<file path="config.mk">
export PLATFORM = sky130hd
export DESIGN_NAME = mul_share_sched
export DESIGN_NICKNAME = d
export VERILOG_FILES = /design/src/rtl/mul_pkg.sv /design/src/rtl/rr_arb.sv /design/src/rtl/mul_share_sched.sv
export SDC_FILE = /design/constraint.sdc
export NUM_CORES = 1
export LEC_CHECK = 0
export CORE_ASPECT_RATIO = 1.75
export CORE_MARGIN = 2
export CORE_UTILIZATION = 40
export CTS_CLUSTER_DIAMETER = 50
export DETAILED_ROUTE_END_ITERATION = 8
export GPL_TIMING_DRIVEN = 1
export PLACE_DENSITY = 0.67
export SLEW_MARGIN = 20
export SYNTH_ARGS = -nofsm -noshare
export SYNTH_HDL_FRONTEND = slang
export SYNTH_SLANG_ARGS = --single-unit
</file>
<file path="constraint.sdc">
create_clock -name clk -period 8.7 [get_ports clk]
set_input_delay 2.175 -clock clk [delete_from_list [all_inputs] [get_ports clk]]
set_output_delay 2.175 -clock clk [all_outputs]
set_load 0.05 [all_outputs]
</file>
<file path="src/rtl/mul_pkg.sv">
// Shared types and constants for the time-multiplexed multiplier scheduler.
package mul_pkg;
    typedef enum logic [1:0] {IDLE = 2'd0, MUL0 = 2'd1, MUL1 = 2'd2} state_t;

    localparam int DEF_W    = 4;
    localparam int DEF_NREQ = 4;

    function automatic int res_width(input int w);
        return 2 * w + 1;
    endfunction
endpackage

</file>
<file path="src/rtl/rr_arb.sv">
// Round-robin arbiter: first valid requester at or after ptr, wrapping at NREQ-1.
module rr_arb #(
    parameter int NREQ = 4,
    parameter int IDW  = $clog2(NREQ)
) (
    input  logic            en,
    input  logic [NREQ-1:0] valid,
    input  logic [IDW-1:0]  ptr,
    output logic [NREQ-1:0] grant,
    output logic [IDW-1:0]  gidx
);
    logic           found;
    logic [IDW:0]   j;
    logic [IDW-1:0] idx;

    always_comb begin
        grant = '0;
        gidx  = '0;
        found = 1'b0;
        j     = '0;
        idx   = '0;
        for (int k = 0; k < NREQ; k++) begin
            // ptr + k stays below 2*NREQ, so a single subtract wraps it
            j = {1'b0, ptr} + (IDW+1)'(k);
            if (j >= (IDW+1)'(NREQ))
                j = j - (IDW+1)'(NREQ);
            idx = j[IDW-1:0];
            if (en && !found && valid[idx]) begin
                found      = 1'b1;
                grant[idx] = 1'b1;
                gidx       = idx;
            end
        end
    end
endmodule

</file>
<file path="src/rtl/mul_share_sched.sv">
// Shares one WxW multiplier among NREQ requesters; each request yields a0*b0 + a1*b1.
module mul_share_sched
    import mul_pkg::*;
#(
    parameter int NREQ = DEF_NREQ,
    parameter int W    = DEF_W,
    parameter int IDW  = $clog2(NREQ)
) (
    input  logic              clk,
    input  logic              rstn,
    input  logic [NREQ-1:0]   req_valid,
    output logic [NREQ-1:0]   req_ready,
    input  logic [NREQ*W-1:0] req_a0,
    input  logic [NREQ*W-1:0] req_b0,
    input  logic [NREQ*W-1:0] req_a1,
    input  logic [NREQ*W-1:0] req_b1,
    output logic              dout_en,
    output logic [2*W:0]      dout,
    output logic [IDW-1:0]    dout_id,
    output logic              busy
);
    localparam int RW = res_width(W);

    state_t          state, state_nxt;
    logic [IDW-1:0]  ptr, gidx, id_q;
    logic [NREQ-1:0] grant;
    logic            arb_en, accept, sel_lat;
    logic [W-1:0]    a1_q, b1_q, mul_a, mul_b;
    logic [2*W-1:0]  p0, prod;
    logic [RW-1:0]   acc;

    rr_arb #(.NREQ(NREQ), .IDW(IDW)) u_arb (
        .en    (arb_en),
        .valid (req_valid),
        .ptr   (ptr),
        .grant (grant),
        .gidx  (gidx)
    );

    assign req_ready = grant;
    assign accept    = |(req_valid & grant);

    always_ff @(posedge clk or negedge rstn) begin
        if (!rstn) state <= IDLE;
        else       state <= state_nxt;
    end

    always_comb begin
        state_nxt = IDLE;
        case (state)
            IDLE:    state_nxt = accept ? MUL0 : IDLE;
            MUL0:    state_nxt = MUL1;
            MUL1:    state_nxt = accept ? MUL0 : IDLE;
            default: state_nxt = IDLE;
        endcase
    end

    always_comb begin
        arb_en  = (state == IDLE) || (state == MUL1);
        sel_lat = (state == MUL0);
        busy    = (state != IDLE);
    end

    // Accept cycle multiplies the requester's first pair; MUL0 reuses it for the latched second pair
    always_comb begin
        mul_a = sel_lat ? a1_q : req_a0[gidx*W +: W];
        mul_b = sel_lat ? b1_q : req_b0[gidx*W +: W];
        prod  = {{W{1'b0}}, mul_a} * {{W{1'b0}}, mul_b};
    end

    always_ff @(posedge clk or negedge rstn) begin
        if (!rstn) begin
            ptr     <= '0;
            a1_q    <= '0;
            b1_q    <= '0;
            id_q    <= '0;
            p0      <= '0;
            acc     <= '0;
            dout    <= '0;
            dout_id <= '0;
            dout_en <= 1'b0;
        end else begin
            dout_en <= (state == MUL1);
            if (accept) begin
                a1_q <= req_a1[gidx*W +: W];
                b1_q <= req_b1[gidx*W +: W];
                id_q <= gidx;
                p0   <= prod;
                ptr  <= (gidx == IDW'(NREQ-1)) ? '0 : gidx + IDW'(1);
            end
            if (state == MUL0)
                acc <= RW'(p0) + RW'(prod);
            // id_q may be overwritten by a back-to-back accept on this edge; old value is sampled
            if (state == MUL1) begin
                dout    <= acc;
                dout_id <= id_q;
            end
        end
    end
endmodule

</file>
---- After elaboration in Yosys (flattened, before gate mapping) ----
Cells that the tools add are included.
word-level totals
  bits in latches ......................... 0
  input bits .............................. 70
  ROM bits ................................ 0
  word-level logic and storage cells ...... 98
  RAM bits ................................ 0
  memories ................................ 0
  output and inout bits ................... 17
  register bits ........................... 43
operators by class
  reduce and logical (&&, ||, !) cells .... 19
  magnitude comparators ................... 12
  multipliers ............................. 1
  equal/unequal tests ..................... 3
  bitwise operators ....................... 4
  mux-type cells .......................... 36
  shift operators ......................... 4
  divide/modulo/power cells ............... 0
  add/sub/neg operators ................... 9
operators by type and width
  cell                   number
  $shiftx A16 B5 Y4      4
  $mux W4                6
  $mux W2                9
  $lt A2 B3 Y1 const B   4
  $mux W1                12
  $or A4 B4 Y4           3
  $logic_and A1 B1 Y1    11
  $add A8 B8 Y9          1
  $ge A3 B3 Y1 const B   3
  $bmux W1 S2            4
  $demux W1 S2           4
  $ge A2 B1 Y1 const B   4
  $mul A4 B4 Y8          1
  $sub A2 B1 Y2 const B  4
  $add A2 B2 Y3 const B  2
  $and A4 B4 Y4          1
  $eq A2 B2 Y1 const B   2
  $pmux W2 S2            1
  $reduce_or A4 Y1       1
  $add A2 B1 Y3 const B  1
  $ge A2 B3 Y1 const B   1
  $logic_not A1 Y1       3
  $add A2 B1 Y2 const B  1
  $eq A2 B1 Y1 const B   1
  4 further kinds        4

---- Longest topological paths before layout ----
Gate-level depths: netlist (run 1).
  depth after elaboration ................. 22
  depth in mapped cells ................... 28
  depth with buffers taken out ............ 23

---- Cells and area by module ----
From an unflattened synthesis (run 1), not the netlist that was laid out.
unflattened totals
  cells, all modules ...................... 333
  area, all modules ....................... 3,473.3 um^2
by module, submodules not included
  module           cells an instance  area each (um^2)  seq. area each (um^2)  instances
  mul_share_sched  270                2,941.6           1,076.0                1
  rr_arb           63                 531.8             0.0                    1

---- Least setup slack after synthesis (run 1) ----
No wires, ideal clock.
  kind .................................... input port to flip-flop
  from .................................... input port req_valid[1]
  to ...................................... register acc[7]
  arrival time ............................ 7.391 ns
  buffers on the path ..................... 4
  library setup time ...................... 0.069 ns
  setup slack ............................. 1.240 ns
  stages on the path ...................... 23
  data required time ...................... 8.631 ns
  path through ............................ clkbuf_2 mux4_2 o2111a_1 a311o_2 and2_4 buf_6 buf_8 buf_12 a21oi_4 o221ai_2 or2_1 fa_1 inv_1 fa_1 ha_1 a21o_1 a21oi_1 o21bai_1 a21oi_1 xnor2_1 ha_1 or4_1 nand3_1
on the way
  word-level cells in the longest chain between the ends .. 20
  elaborated cells on any way between the ends .. 31
  classes of those cells .................. add/sub: 1; mul: 1; shift: 2; mux: 17; reduce/logical: 10
ends and longest elaborated chain
  what                                  line                                          source
  start, declared                       mul_share_sched.sv:11                         input logic [NREQ-1:0] req_valid,
  $bmux W1 S2                           rr_arb.sv:28                                  if (en && !found && valid[idx]) begin
  $mux W1 (not written as such)         rr_arb.sv:28
  $logic_and A1 B1 Y1                   rr_arb.sv:28
  $mux W1                               rr_arb.sv:28
  $logic_not A1 Y1                      rr_arb.sv:28
  $logic_and A1 B1 Y1 (2 in series)     rr_arb.sv:28
  $mux W1                               rr_arb.sv:28
  $logic_not A1 Y1                      rr_arb.sv:28
  [3 not listed]                        --
  $logic_not A1 Y1                      rr_arb.sv:28
  $logic_and A1 B1 Y1 (2 in series)     rr_arb.sv:28
  $mux W2 (*)                           rr_arb.sv:28
  $shiftx A16 B5 Y4 (on tied branches)  mul_share_sched.sv:66, mul_share_sched.sv:67
  $mux W4 (on tied branches)            mul_share_sched.sv:66, mul_share_sched.sv:67
  $mul A4 B4 Y8 (*)                     mul_share_sched.sv:68                         prod = {{W{1'b0}}, mul_a} * {{W{1'b0}}, mul_b};
  named net prod[7]                     mul_share_sched.sv:29                         logic [2*W-1:0] p0, prod;
  $add A8 B8 Y9 (*)                     mul_share_sched.sv:92                         acc <= RW'(p0) + RW'(prod);
  end signal, assigned                  mul_share_sched.sv:92
  end, declared                         mul_share_sched.sv:30                         logic [RW-1:0] acc;
The timed path passes the listed nets; every way through them passes the cells marked *. The select of a mux whose other input is x is not followed.
A chain may end at the register's enable or synchronous reset.

---- Worst setup path after layout (run 1) ----
  from .................................... input port req_valid[0]
  to ...................................... register acc[7]
The elaborated chain is that of the path after synthesis.

==> flow_metrics.tcl, run 1 <==
set metrics [dict create \
    die_w_um 75.3 \
    synth_area_mm2 0.00356 \
    synthCells 345 \
    critPathBufInv 2 \
    critPathMaxFanout 23 \
    cts.sinks 43 \
    clock_path_buffers 2 \
    initial_utilization_pct 41.1 \
    grt_pass1_wl_um 14200 \
    hold_buffers 0 \
    htreeDepth 2 \
    cts_resized 0 \
    path_delay_family "adder cells" \
    grt_max_degree 44 \
    skew_ps 3.96 \
    min_path_type "reg -> reg" \
    finalSetupTns_ps 0 \
    core_mm2 0.00867 \
    syn_nets 448 \
    path_cells "clkdlybuf4s50_1, mux4_2, o2111a_1, a311o_2, and2_4, mux2i_1, a211o_1, or2_2, fa_1, inv_1, fa_1, ha_1, a21o_1, a21oi_1, o21bai_1, a21oi_1, xnor2_1, ha_1, or4_1, nand3_1" \
    initialDrtViolationCount 112 \
    grt_use_total_pct 19.6 \
    post-synth-top-count-cell "dfrtp_1" \
    r2r-start "ptr[0]$_DFFE_PN0N_" \
    outcome "finished clean" \
    synth-main-ff-cell "dfrtp_1" \
    final_net_count 527 \
    n_fill_cell 821 \
    worst_hold_path.num_cells 2 \
    port_buffers 86 \
    rr_endpoint "acc[7]$_DFFE_PN0P_" \
    clkLatencyLatePin_ps 290 \
    routedWlPerCell_um 17.5 \
    grt_pass1_vias 2945 \
    grt_antenna_before_repair 0 \
    drc_errors 0 \
    finalWeightedCongestion 0.878 \
    slew_viol_final 0 \
    synth_edf_count 0 \
    via_per_inst 5.34 \
    via_count 2896 \
    final_hold_viol_count 0 \
    critPathMaxStageDelay_ps 600 \
    slew_headroom_pct 55.2 \
    required_ps 8930 \
    synthArstFlopShare_pct 100 \
    worst_r2r_path_depth 21 \
    ant_nets 0 \
    min_period_ps 8010 \
    cp_data_arrival_time_ps 8240 \
    die_area_mm2 0.00971 \
    synth.top_cells.by_count "dfrtp_1 (43), mux2i_1 (34), ha_1 (28), nor2_1 (25), nand2_1 (23)" \
    max_freq_mhz 125 \
    period_share_pct 92.0 \
    insertedDiodeCount 0 \
    yosys_warnings 0 \
    post_cts_buffers 0 \
    min_to "acc[0]$_DFFE_PN0P_" \
    rows 45 \
    synthTopCellsByArea "dfrtp_1 (30%), ha_1 (9.8%), mux2i_1 (9.6%)" \
    synth_cell_types 64 \
    hpwlAfterDp_um 7610 \
    cts_buffers 5 \
    critPathSlowestCell "mux4_2" \
    end_kind "flip-flop" \
    area_delta_synth_final_pct 30.4 \
    pin_count 87 \
    preCtsSetupSlack_ps 409 \
    worst_slew_pin_slew_ps 671 \
    fin_util_pct 53.6 \
    synth_top_cell_area_share_pct 30.2 \
    ys_ff_latch 43 \
    yosysSeqAreaShare_pct 30.2 \
    fp.dieH_um 129 \
    synth_top_cell_by_area "dfrtp_1" \
    firstDrtPassIters 4 \
    critPathKind "in -> reg" \
    gr-total-overflow 0 \
    grt_setup_unrepaired "no" \
    r2r_slack_ps 1810 \
    cap_viol_max_count 0 \
    cts_tree "yes" \
    clockRootBuffer "clkbuf_16" \
    setup_viol_count_final 0 \
    clk_pin_slew_ps 60 \
    hp-start "acc[0]$_DFFE_PN0P_" \
    cp-start-kind "input port" \
    setup_ws_ps 692 \
    drt_wl_total_um 9490 \
    drive_gt1_share_pct 14.6 \
    syn_area_per_cell_um2 10.3 \
]
[flip-flops by register name, summed over array words and instances, names as in the netlist]
signal and cells:
b1_q 4, dout_id 2, acc 9, dout_en 1, p0 8, id_q 2
a1_q 4, ptr 2, dout 9, state 2
[worst max-delay path by stage]
stage,startpoint,endpoint,slack [ps],cells past startpoint
2_1_floorplan,req_valid[1],acc[7]$_DFFE_PN0P_,1240,23
3_3_place_gp,req_valid[1],acc[7]$_DFFE_PN0P_,480,20
3_5_place_dp,req_valid[0],acc[7]$_DFFE_PN0P_,410,20
4_1_cts,req_valid[0],acc[7]$_DFFE_PN0P_,700,20
5_1_grt,req_valid[3],acc[7]$_DFFE_PN0P_,350,20
6_report,req_valid[0],acc[7]$_DFFE_PN0P_,690,20
[through the flow]
stage | instances | hold WS, ps | cell area (um2)
2_1_floorplan | 345 | 442 | 3560
3_5_place_dp | 533 | 480 | 4450
5_1_grt | 542 | 517 | 4650
4_1_cts | 541 | 491 | 4630
3_3_place_gp | 533 | 467 | 4450
6_report | 542 | 485 | 4650
[worst register-to-register path, stage by stage, from the launching register on]
cell and delay (ps):
dfrtp_1 770, inv_1 260, ha_1 510, mux4_2 420, o2111a_1 180, a311o_2 440
and2_4 300, mux2i_1 160, a211o_1 350, or2_2 320, fa_1 500, inv_1 50
fa_1 500, ha_1 300, a21o_1 150, a21oi_1 220, o21bai_1 100, a21oi_1 170
xnor2_1 180, ha_1 320, or4_1 540, nand3_1 100
[logic make-up after synthesis]
| kind of cell | Yosys count | synth area share, % |
|---|---|---|
| fa+ha+maj | 33 | 12.6 |
| xor+xnor | 10 | 2.46 |
| simple gates | 76 | 11.1 |
| mux | 64 | 20.3 |
| flops | 43 | 30.2 |
| buf+inv | 41 | 6.43 |
| compound gates | 78 | 16.9 |
[layout by cell type, fill, tap and decap left out, types with 2 or more instances in the layout]
cell type / instances
clkdlybuf4s50_1: 85
dfrtp_1: 43
mux2i_1: 34
ha_1: 28
nor2_1: 25
nand2_1: 23
mux2_2: 22
inv_1: 21
o21ai_0: 11
a21oi_1: 10
xnor2_1: 9
a211oi_1: 8
a21boi_0: 6
a211o_1: 6
mux2_4: 6
a21o_1: 5
fa_1: 5
clkbuf_16: 5
a221o_1: 4
or2_2: 4
o21a_1: 4
o21bai_1: 4
buf_4: 4
nand3b_1: 3
nor3b_1: 3
nand2b_1: 2
nor2b_1: 2
o221ai_1: 2
mux4_2: 2
or4_1: 2
and2_1: 2
o221ai_2: 2
a22oi_1: 2
a222oi_1: 2
[area by class of cell]
cell class	instances	area, um2	share of cell area, %
multi-input combinational	261	2260	48.7
sequential	43	1080	23.2
inverter	22	82.6	1.78
timing repair buffer	91	906	19.5
tap	117	146	3.15
clock inverter	3	46.3	0.996
clock buffer	5	125	2.69
[layer usage]
layer	vias up	share of wire (%)	global-route usage (%)
li1	1402	-	-
met1	1406	35	19.5
met2	67	58	38.1
met3	21	3.3	2.82
met4	0	3.1	7.95
met5	-	0	0
Power of run 1 is left out: the tool's default activity adds up to more than one toggle a clock period on the data nets, which glitch-free logic cannot reach.
==> inputs of run 2 (changes only) <==
Settings changed: CTS_CLUSTER_DIAMETER 50 to 40.
Clock period 8.7 ns to 9.6 ns, I/O delays scaled along.
==> flow_metrics.tcl, run 2 (synthesized netlist as in run 1, its figures left out) <==
set metrics [dict create \
    cts_resized 0 \
    via_count 2902 \
    required_ps 9820 \
    area_delta_synth_final_pct 29.0 \
    via_per_inst 5.38 \
    rr_endpoint "acc[7]$_DFFE_PN0P_" \
    skew_ps 10.7 \
    cts_buffers 5 \
    drt_wl_total_um 9410 \
    worst_slew_pin_slew_ps 651 \
    finalSetupTns_ps 0 \
    post_cts_buffers 0 \
    critPathMaxStageDelay_ps 630 \
    setup_viol_count_final 0 \
    die_area_mm2 0.00971 \
    layout_commonest_cell "clkdlybuf4s50_1" \
    clkLatencyLatePin_ps 290 \
    rows 45 \
    firstDrtPassIters 4 \
    cp-start-kind "input port" \
    initialDrtViolationCount 137 \
    outcome "finished clean" \
    cts_tree "yes" \
    critPathBufInv 2 \
    r2r_slack_ps 2640 \
    grt_pass1_vias 3021 \
    drive_gt1_share_pct 14.0 \
    min_path_type "reg -> reg" \
    grt_antenna_before_repair 0 \
    insertedDiodeCount 0 \
    min_to "acc[0]$_DFFE_PN0P_" \
    gr-total-overflow 0 \
    r2r-start "ptr[0]$_DFFE_PN0N_" \
    hpwlAfterDp_um 7470 \
    worst_r2r_path_depth 21 \
    pin_count 87 \
    critPathKind "in -> reg" \
    slew_headroom_pct 56.6 \
    core_mm2 0.00867 \
    final_hold_viol_count 0 \
    fp.dieH_um 129 \
    path_delay_family "adder cells" \
    hp-start "acc[0]$_DFFE_PN0P_" \
    hold_buffers 0 \
    routedWlPerCell_um 17.5 \
    min_period_ps 8350 \
    worst_hold_path.num_cells 2 \
    clock_path_buffers 2 \
    critPathMaxFanout 35 \
    critPathSlowestCell "mux4_2" \
    clk_pin_slew_ps 60 \
    final_net_count 524 \
    period_share_pct 87.0 \
    cp_data_arrival_time_ps 8580 \
    slew_viol_final 0 \
    die_w_um 75.3 \
    mostFrequentLayoutCells "clkdlybuf4s50_1 (85), dfrtp_1 (43), mux2i_1 (34)" \
    end_kind "flip-flop" \
    max_freq_mhz 120 \
    grt_pass1_wl_um 14400 \
    clockRootBuffer "clkbuf_16" \
    path_cells "clkdlybuf4s50_1, mux4_2, o2111a_1, a311o_2, and2_4, mux2i_1, a211o_1, or2_2, fa_1, inv_1, fa_1, ha_1, a21o_1, a21oi_1, o21bai_1, a21oi_1, xnor2_1, ha_1, or4_1, nand3_1" \
    port_buffers 86 \
    drc_errors 0 \
    grt_use_total_pct 19.8 \
    htreeDepth 2 \
    cap_viol_max_count 0 \
    initial_utilization_pct 41.1 \
    finalWeightedCongestion 0.912 \
    ant_nets 0 \
    grt_setup_unrepaired "no" \
    largest_registers "acc x9, dout x9, p0 x8" \
    grt_max_degree 44 \
    cts.sinks 43 \
]
==> run 2: cell types whose count changed in the layout (fill, tap and decap cells not counted) <==
| cell | delta |
|---|---|
| buf_4 | -1 |
| clkinvlp_4 | -1 |
| clkinv_2 | +1 |
| buf_12 | -1 |
| clkbuf_8 | +1 |
| bufinv_16 | -1 |
| buf_2 | -1 |
==> run 2: layout make-up <==
type,count,area (um2)
clock buffer,6,139
clock inverter,2,13.8
fill,840,4080
inverter,22,82.6
multi-input combinational,261,2260
sequential,43,1080
tap,117,146
timing repair buffer,88,873
==> run 2: worst min-delay path, stage by stage, from the launching register on <==
cell and delay (ps):
dfrtp_1 340, nand2_1 50, nand2_1 60
==> run 2: metal layers <==
layer	track usage (%)	wire length [um]
met5	0	0
met4	9.29	329
met3	2.74	324
met2	37.7	5430
met1	20.0	3330
==> run 2: how the worst max path moves through the flow <==
stage | endpoint | cells past startpoint | slack, ps | startpoint
final | acc[7]$_DFFE_PN0P_ | 20 | 1250 | req_valid[2]
after global placement | acc[7]$_DFFE_PN0P_ | 20 | 1000 | req_valid[2]
after global routing | acc[7]$_DFFE_PN0P_ | 20 | 890 | req_valid[1]
after floorplan | acc[7]$_DFFE_PN0P_ | 23 | 1920 | req_valid[1]
after detailed placement | acc[7]$_DFFE_PN0P_ | 20 | 930 | req_valid[2]
after CTS | acc[7]$_DFFE_PN0P_ | 20 | 1220 | req_valid[2]
==> run 2: through the flow <==
stage	instance area, um2	setup slack, ps	std cells	util (%)	hold WS [ps]
CTS	4590	1220	539	53.0	488
floorplan	3560	1920	345	-	442
detailed placement	4440	929	531	51.2	472
finish	4590	1250	539	53.0	478
global route	4590	892	539	53.0	515
global placement	4440	996	531	51.2	464
Power of run 2 is left out for the same reason.
==> inputs of run 3 (changes only) <==
Settings changed: SYNTH_HIERARCHICAL set to 1.
==> flow_metrics.tcl, run 3 <==
set metrics [dict create \
    hold_buffers 0 \
    grt_setup_unrepaired "no" \
    die_area_mm2 0.00947 \
    drc_errors 0 \
    clockRootBuffer "clkbuf_16" \
    synth_cell_types 56 \
    skew_ps 4.08 \
    grt_pass1_wl_um 12900 \
    cp_data_arrival_time_ps 8530 \
    synth_top_cell_area_share_pct 31.0 \
    grt.busiest_layer "met2" \
    critPathKind "in -> reg" \
    via_count 2845 \
    grt_use_met2_pct 32.7 \
    initial_utilization_pct 40.6 \
    initialDrtViolationCount 81 \
    placed_area_mm2 0.00442 \
    required_ps 9770 \
    hpwlAfterDp_um 6100 \
    met1_usage_pct 18.5 \
    synthArstFlopShare_pct 100 \
    synth_top_cell_by_area "dfrtp_1" \
    die_w_um 74.4 \
    via_per_inst 5.32 \
    syn_nets 437 \
    grt_use_total_pct 17.2 \
    synthTopCellsByArea "dfrtp_1 (31%), ha_1 (10%), mux4_2 (8.4%)" \
    n_fill_cell 791 \
    largest_registers "acc x9, dout x9, p0 x8" \
    synth-main-ff-cell "dfrtp_1" \
    area_delta_synth_final_pct 32.8 \
    max_freq_mhz 120 \
    rows 45 \
    critPathMaxStageDelay_ps 590 \
    finalWeightedCongestion 0.917 \
    hp-start "a1_q[1]$_DFFE_PN0P_" \
    min_period_ps 8360 \
    grt_max_degree 44 \
    fp.dieH_um 127 \
    core_mm2 0.00856 \
    post_cts_buffers 0 \
    min_path_type "reg -> reg" \
    mostFrequentLayoutCells "clkdlybuf4s50_1 (85), nand2_1 (59), dfrtp_1 (43)" \
    ant_nets 0 \
    insertedDiodeCount 0 \
    pin_count 87 \
    slew_headroom_pct 43.8 \
    cts_buffers 5 \
    clock_path_buffers 2 \
    multi_input_area_mm2 0.00224 \
    cp-start-kind "input port" \
    startpoint "req_valid[0]" \
    cts.sinks 43 \
    worst_slew_pin_slew_ps 843 \
    port_buffers 86 \
    critPathMaxFanout 19 \
    synth_edf_count 0 \
    yosysSeqAreaShare_pct 31.0 \
    grt_util_met3_pct 2.44 \
    final_net_count 521 \
    path_cells "clkdlybuf4s50_1, mux2_2, mux2i_1, o211ai_1, a21boi_2, buf_4, mux4_1, mux2i_1, or2_2, fa_1, inv_1, fa_1, ha_1, a211o_1, a2111o_1, o311ai_0, ha_1, nor3b_1, a221o_1, a211o_1" \
    finalSetupTns_ps 0 \
    layout_commonest_cell "clkdlybuf4s50_1" \
    slew_viol_final 0 \
    critPathSlowestCell "mux4_1" \
    final-seq-area_mm2 0.00108 \
    synth.top_cells.by_count "nand2_1 (59), dfrtp_1 (43), ha_1 (29), nor2_1 (19), inv_1 (17)" \
    ys_ff_latch 43 \
    clkLatencyLatePin_ps 280 \
    cap_viol_max_count 0 \
    firstDrtPassIters 4 \
    gr-total-overflow 0 \
    cts_tree "yes" \
    yosys_warnings 6 \
    routedWlPerCell_um 14.1 \
    cts_resized 0 \
    period_share_pct 87.1 \
    end_kind "flip-flop" \
    post-synth-top-count-cell "nand2_1" \
    drt_wl_total_um 7520 \
    outcome "finished clean" \
    r2r-start "ptr[0]$_DFFE_PN0P_" \
    drive_gt1_share_pct 14.4 \
    synthCells 333 \
    synth_area_mm2 0.00347 \
    final_hold_viol_count 0 \
    htreeDepth 2 \
    grt_pass1_vias 2844 \
    path_delay_family "compound AO/OA/AOI/OAI gates" \
    setup_viol_count_final 0 \
    syn_area_per_cell_um2 10.4 \
    grt_antenna_before_repair 0 \
    final_area_mm2 0.00461 \
    critPathBufInv 3 \
    clk_pin_slew_ps 60 \
]
==> run 3: changes by cell type after synthesis, sizes merged, moves of 4 or more <==
cell    previous run  this run
mux4               2        18
o221ai             4         0
mux2i             34        11
a21oi             12         4
xnor2              9         3
o211ai             0         4
mux2              28        17
nor2              25        20
nand3              1         5
nand2             23        59
inv               22        17
clkbuf             6         2
a211o              6         2
==> run 3: kinds of logic (layout without fill, tap and decap cells) <==
| group | Yosys count | after routing | synth area share, % |
|---|---|---|---|
| AND/OR/NAND/NOR | 112 | 112 | 14.6 |
| AO/OA/AOI/OAI | 63 | 63 | 14.0 |
| multiplexers | 46 | 46 | 21.8 |
| flip-flops | 43 | 43 | 31.0 |
| adder cells (fa/ha/maj) | 34 | 34 | 13.3 |
| buffers and inverters | 32 | 117 | 4.50 |
| XOR/XNOR | 3 | 3 | 0.757 |
==> run 3: per-stage QoR <==
stage | std cells | util (%) | setup WS, ps | hold WS [ps]
6_report | 535 | 53.9 | 1240 | 463
5_1_grt | 535 | 53.9 | 851 | 488
4_1_cts | 534 | 53.7 | 1200 | 469
3_5_place_dp | 526 | 51.7 | 914 | 456
3_3_place_gp | 526 | 51.7 | 1050 | 452
2_1_floorplan | 333 | - | 1980 | 435
==> run 3: area by class of cell <==
| cell class | instances | share of cell area (%) |
|---|---|---|
| multi-input combinational | 258 | 48.7 |
| clock inverter | 3 | 1.00 |
| clock buffer | 5 | 2.71 |
| sequential | 43 | 23.3 |
| inverter | 18 | 1.47 |
| tap | 117 | 3.17 |
| timing repair buffer | 91 | 19.6 |
==> run 3: path summary, 6_finish.rpt <==
path	depth (start not counted)	slack, ps	endpoint
max	20	1240	acc[7]$_DFFE_PN0P_
max reg2reg	21	2380	acc[7]$_DFFE_PN0P_
min reg2reg	2	460	a1_q[1]$_DFFE_PN0P_
min	2	460	a1_q[1]$_DFFE_PN0P_
max in group asynchronous	2	7150	a1_q[2]$_DFFE_PN0P_
min in group asynchronous	1	1990	p0[6]$_DFFE_PN0P_
==> run 3: metal layers <==
metal / wire length [um] / up-vias
li1: - / 1400
met1: 2760 / 1354
met2: 4350 / 76
met3: 243 / 15
met4: 171 / 0
met5: 0 / -
==> run 3: worst reg2reg max path, delay by kind of cell (launching register included) <==
kind / cells / cell delay [ps]
mux: 3 / 1350
simple gates: 3 / 500
compound gates: 7 / 1660
fa+ha+maj: 5 / 2050
buf+inv: 3 / 870
flops: 1 / 690
Power of run 3 is left out for the same reason.
